[src/rtl/multihot_enc_pkg.sv]
`default_nettype none
// ============================================================================
//  Module      : multihot_enc_pkg
//  Description : Shared types and helpers for the multi-hot index encoder.
//                - state_e     : controller state (IDLE / EMIT)
//                - safe_clog2  : index width helper that never returns 0
//  Revision    : 1.0 - initial release
// ============================================================================
package multihot_enc_pkg;

   typedef enum logic [0:0] {
      ST_IDLE = 1'b0,
      ST_EMIT = 1'b1
   } state_e;

   // Width of a binary index able to address n positions. A 1-wide vector
   // still needs a 1-bit index port, so the result is clamped to at least 1.
   function automatic int unsigned safe_clog2(input int unsigned n);
      return (n < 2) ? 1 : $clog2(n);
   endfunction

endpackage
`default_nettype wire

[src/rtl/multihot_index_encoder_pri_encoder.sv]
`default_nettype none
// ============================================================================
//  Module      : pri_encoder_n
//  Description : Combinational priority encoder over an N-bit vector.
//                Reports the position of the lowest (LSB_FIRST=1) or highest
//                (LSB_FIRST=0) set bit, and whether exactly one bit is set.
//  Ports       : vec         in  [N-1:0]  vector to encode
//                index       out [W-1:0]  winning bit position (0 if vec==0)
//                onehot_only out          popcount(vec) == 1
//  Revision    : 1.0 - initial release
// ============================================================================
module pri_encoder_n
   import multihot_enc_pkg::*;
#(
   parameter int N         = 8,
   parameter bit LSB_FIRST = 1'b1,
   parameter int W         = safe_clog2(N)
) (
   input  logic [N-1:0] vec,
   output logic [W-1:0] index,
   output logic         onehot_only
);

   // The loop scans toward the preferred end so that the last assignment
   // made is the winning bit; no explicit break is needed.
   generate
      if (LSB_FIRST) begin : g_lsb_first
         always_comb begin
            index = '0;
            for (int i = N - 1; i >= 0; i--) begin
               if (vec[i]) begin
                  index = W'(i);
               end
            end
         end
      end else begin : g_msb_first
         always_comb begin
            index = '0;
            for (int i = 0; i < N; i++) begin
               if (vec[i]) begin
                  index = W'(i);
               end
            end
         end
      end
   endgenerate

   // Clearing the lowest set bit leaves zero exactly when one bit was set.
   assign onehot_only = (vec != '0) && ((vec & (vec - N'(1))) == '0);

endmodule
`default_nettype wire

[src/rtl/multihot_index_encoder.sv]
`default_nettype none
// ============================================================================
//  Module      : multihot_index_encoder
//  Description : Accepts one multi-hot vector per in_valid/in_ready transfer
//                and emits one beat per set bit, in priority order, on an
//                out_valid/out_ready stream. An all-zero vector yields one
//                "none" beat. Outputs are driven from registers only.
//  Ports       : clk        in           rising-edge clock
//                rst        in           asynchronous active-high reset
//                in_valid   in           in_vec is valid
//                in_ready   out          block can accept a vector
//                in_vec     in  [N-1:0]  multi-hot vector
//                out_valid  out          beat fields are valid
//                out_ready  in           downstream takes the current beat
//                out_idx    out [W-1:0]  index of the current set bit
//                out_last   out          final beat of this vector
//                out_none   out          vector was all zeros
//                out_count  out [W-1:0]  0-based beat number within vector
//  Revision    : 1.0 - initial release
// ============================================================================
module multihot_index_encoder
   import multihot_enc_pkg::*;
#(
   parameter int N         = 8,
   parameter bit LSB_FIRST = 1'b1,
   localparam int W        = safe_clog2(N)
) (
   input  logic         clk,
   input  logic         rst,
   input  logic         in_valid,
   output logic         in_ready,
   input  logic [N-1:0] in_vec,
   output logic         out_valid,
   input  logic         out_ready,
   output logic [W-1:0] out_idx,
   output logic         out_last,
   output logic         out_none,
   output logic [W-1:0] out_count
);

   localparam logic [0:0] S_IDLE = ST_IDLE;
   localparam logic [0:0] S_EMIT = ST_EMIT;

   logic [0:0]   state_q, state_d;
   logic [N-1:0] pend_q,  pend_d;    // bits still to be emitted
   logic         zero_q,  zero_d;    // accepted vector was all zeros
   logic [W-1:0] cnt_q,   cnt_d;     // beat number within current vector

   logic [W-1:0] enc_idx;
   logic         enc_one;
   logic         emit;
   logic         beat_last;
   logic         beat_fire;
   logic         accept;

   pri_encoder_n #(
      .N         (N),
      .LSB_FIRST (LSB_FIRST),
      .W         (W)
   ) u_pri (
      .vec         (pend_q),
      .index       (enc_idx),
      .onehot_only (enc_one)
   );

   assign emit      = (state_q == S_EMIT);
   assign beat_last = zero_q | enc_one;
   assign beat_fire = emit & out_ready;
   // in_valid is only looked at while idle, so it is ignored during EMIT.
   assign accept    = ~emit & in_valid;

   always_comb begin
      state_d = state_q;
      pend_d  = pend_q;
      zero_d  = zero_q;
      cnt_d   = cnt_q;
      if (accept) begin
         pend_d  = in_vec;
         zero_d  = (in_vec == '0);
         cnt_d   = '0;
         state_d = S_EMIT;
      end else if (beat_fire) begin
         pend_d = pend_q & ~(N'(1) << enc_idx);
         if (beat_last) begin
            state_d = S_IDLE;
         end else begin
            // Held on the last beat so the counter stays within N-1 even
            // for a full vector of N beats.
            cnt_d = cnt_q + W'(1);
         end
      end
   end

   always_ff @(posedge clk or posedge rst) begin
      if (rst) begin
         state_q <= S_IDLE;
         pend_q  <= '0;
         zero_q  <= 1'b0;
         cnt_q   <= '0;
      end else begin
         state_q <= state_d;
         pend_q  <= pend_d;
         zero_q  <= zero_d;
         cnt_q   <= cnt_d;
      end
   end

   // Beat fields are forced to zero outside EMIT so idle and reset show a
   // quiet bus regardless of stale register contents.
   assign in_ready  = ~emit;
   assign out_valid = emit;
   assign out_idx   = (emit && !zero_q) ? enc_idx : '0;
   assign out_last  = emit & beat_last;
   assign out_none  = emit & zero_q;
   assign out_count = emit ? cnt_q : '0;

endmodule
`default_nettype wire

[config.mk]
export PLATFORM = sky130hd
export DESIGN_NAME = multihot_index_encoder
export DESIGN_NICKNAME = d
export VERILOG_FILES = /design/src/rtl/multihot_enc_pkg.sv /design/src/rtl/multihot_index_encoder_pri_encoder.sv /design/src/rtl/multihot_index_encoder.sv
export SDC_FILE = /design/constraint.sdc
export NUM_CORES = 1
export LEC_CHECK = 0
export CAP_MARGIN = 30
export CORE_MARGIN = 3
export CORE_UTILIZATION = 48
export DETAILED_ROUTE_END_ITERATION = 12
export PLACE_DENSITY = 0.79
export SETUP_SLACK_MARGIN = 0.2
export SYNTH_ARGS = -nofsm -noshare
export SYNTH_HDL_FRONTEND = slang
export SYNTH_SLANG_ARGS = --single-unit
[constraint.sdc]
create_clock -name clk -period 2.8 [get_ports clk]
set_clock_uncertainty 0.1 [all_clocks]
set_input_delay 0.7 -clock clk [delete_from_list [all_inputs] [get_ports clk]]
set_output_delay 0.7 -clock clk [all_outputs]
set_load 0.02 [all_outputs]
==> metrics.txt <==
die width 49.0 um; ys flop type dfrtp_1; number of global-route vias before repair 922; Fmax 351 MHz; Post-Route WL 2460 um; FFs w/ async S/R, synth 1.00; Core ar. 1610 um2; Max rail drop VDD 915 uV; # rows 14; yosys warns 0; Cell Count, Final, Fillers Out 159; Min Hold Slack 0.419 ns; Initial Utilization 0.550; Final Cell Area 1240 um2; Die Ht 49.0 um; CTS clk-pin slew, worst paths 0.09 ns; Final WS setup -0.0525 ns; status finished, violations left; DR iter-0 viols 29; Commonest cells post-synth nand2_1, dfrtp_1, nor2_1; Worst Setup Start Kind register; Detail Placement HPWL 1800 um; top cell type's share of synthesized area 0.367; failing checks negative setup slack; crit-path max FO 6; final count of pins violating max slew 0; TritonCTS Buffers 3; I/O pins 22; Leakage 0.000548 uW; GR Util All Layers 0.226; largest net degree at the start of global routing 14; setup bufs post-CTS 0; layout cell share with drive strength beyond 1 0.237; max-cap violations 0; Via Count 917; placed inst area 1180 um2; actual slew at the worst max-slew pin 0.530 ns; final setup vio count 1; Remaining DRCs 0; CTS Hold Bufs 0; # port buffers 21; most numerous cell in the Yosys netlist nand2_1; worst skew pair latency 0.28 ns; Clock Tree Root clkbuf_4; post-synth top area cell dfrtp_1; CP Class reg2out; First-pass DRT Iterations 4; final period demand of the worst path 2.85 ns; H-tree depth 1; clock sinks 13; Die Area 2400 um2; grt total ovfl 0; part of the cycle the worst path needs 1.02; Wirelength per Cell 15.5 um; placed cells 155; final hold vios 0; CTS tree yes; Post-synth EDFFs 0; Req. time, crit path 2.00 ns; Cell Pwr Density 1330 nW/um2; post-synthesis cell count 102; Synth cell types 35; first-pass GRT wire length 4230 um; Net Count, Synth 115; RePlAce Congestion 0.935; CP arrival 2.05 ns; mapped cell area 886 um2; Antenna Cells 0; endpoint class of the critical path output pin; DRT antenna net count 0; synthesis-to-finish area growth 39.5%; synth top area cells dfrtp_1, nand2_1, mux2i_1; Nets 149; relative slew slack 0.646; Syn Area/Cell 8.68 um2; initial antenna violation count 0; Bufs on Longest Clock Path 2; post-synthesis sequential area ratio 0.367; RSZ-0062 raised after global routing yes; Hold WC Path Type reg2reg; Seq cells post-synth 13; Via density 5.77
==> where the power goes <==
group | switching, uW | leakage [uW] | internal (uW) | total [uW]
combinational | 609 | 0.000370 | 538 | 1150
sequential | 109 | 0.000160 | 270 | 379
clock | 69.4 | 0.0000177 | 53.1 | 122
==> layer usage <==
layer  global-route usage  vias to the layer above  share of wire
li1                     -                      433              -
met1                0.285                      412           0.42
met2                0.364                       61           0.46
met3               0.0550                       11           0.10
met4               0.0995                        0          0.025
met5                    0                        -              0
==> path summary, 6_finish.rpt <==
path	cells past startpoint	endpoint	slack (ns)	start
worst max register to register	6	cnt_q[2]	0.75	pend_q[2]
max in group asynchronous	2	pend_q[5]	1.57	rst
worst min register to register	1	cnt_q[2]	0.42	cnt_q[2]
min in group asynchronous	2	cnt_q[2]	0.64	rst
worst min-delay path	1	cnt_q[2]	0.42	cnt_q[2]
worst max-delay path	6	out_last	-0.05	pend_q[2]
==> area by class of cell <==
type | instances | area [um2]
clock buffer | 3 | 22.5
multi-input combinational | 80 | 544
timing repair buffer | 32 | 283
fill | 124 | 375
tap | 24 | 30.0
clock inverter | 1 | 5.00
inverter | 6 | 22.5
sequential | 13 | 329
==> placed cells by master (no fill, tap or decap), types with 2 or more instances in the layout <==
master | Yosys | final
and2_1 | 5 | 5
nor2b_1 | 2 | 2
o21bai_1 | 3 | 3
inv_1 | 6 | 6
a21oi_1 | 3 | 2
clkdlybuf4s50_1 | 0 | 17
a2bb2oi_1 | 2 | 2
buf_4 | 0 | 13
clkbuf_4 | 0 | 3
nand2_1 | 18 | 18
nor2_1 | 10 | 10
o21ai_2 | 2 | 3
dfrtp_2 | 0 | 3
mux2i_1 | 5 | 5
nand3_1 | 3 | 3
o21ai_0 | 5 | 4
nor4_1 | 4 | 4
dfrtp_1 | 13 | 10
==> worst max-delay path, stage by stage, from the launching register on <==
cell and delay (ns):
dfrtp_1 0.39, or4_4 0.61, a2111oi_4 0.23, nor3_2 0.08
o21bai_1 0.16, and2_1 0.15, buf_4 0.14
==> per-stage QoR <==
stage	setup TNS (ns)	setup slack, ns	total power [uW]	util
after detailed placement	-0.198	-0.198	1460	0.735
after CTS	-0.0154	-0.0154	1580	0.755
final	-0.0525	-0.0525	1650	0.767
after global routing	-0.129	-0.129	1770	0.767
after floorplan	0	0.302	1020	-
after global placement	-0.175	-0.175	1430	0.735
==> cells by family after synthesis <==
group,share of synthesized area
simple gates,0.291
buf+inv,0.0523
fa+ha+maj,0.0141
compound gates,0.219
flops,0.367
mux,0.0565
==> sequential cells by signal, indices dropped and copies added, names as in the netlist <==
signal     cells
zero_q         1
cnt_q          3
pend_q         8
out_valid      1
==> what timing repair did <==
item | 4_1_cts | 5_1_grt
pin swaps | 2 | 1
setup endpoints to repair | 4 | 4
resized for setup | 17 | 7
(Power assumes the default switching activity.)
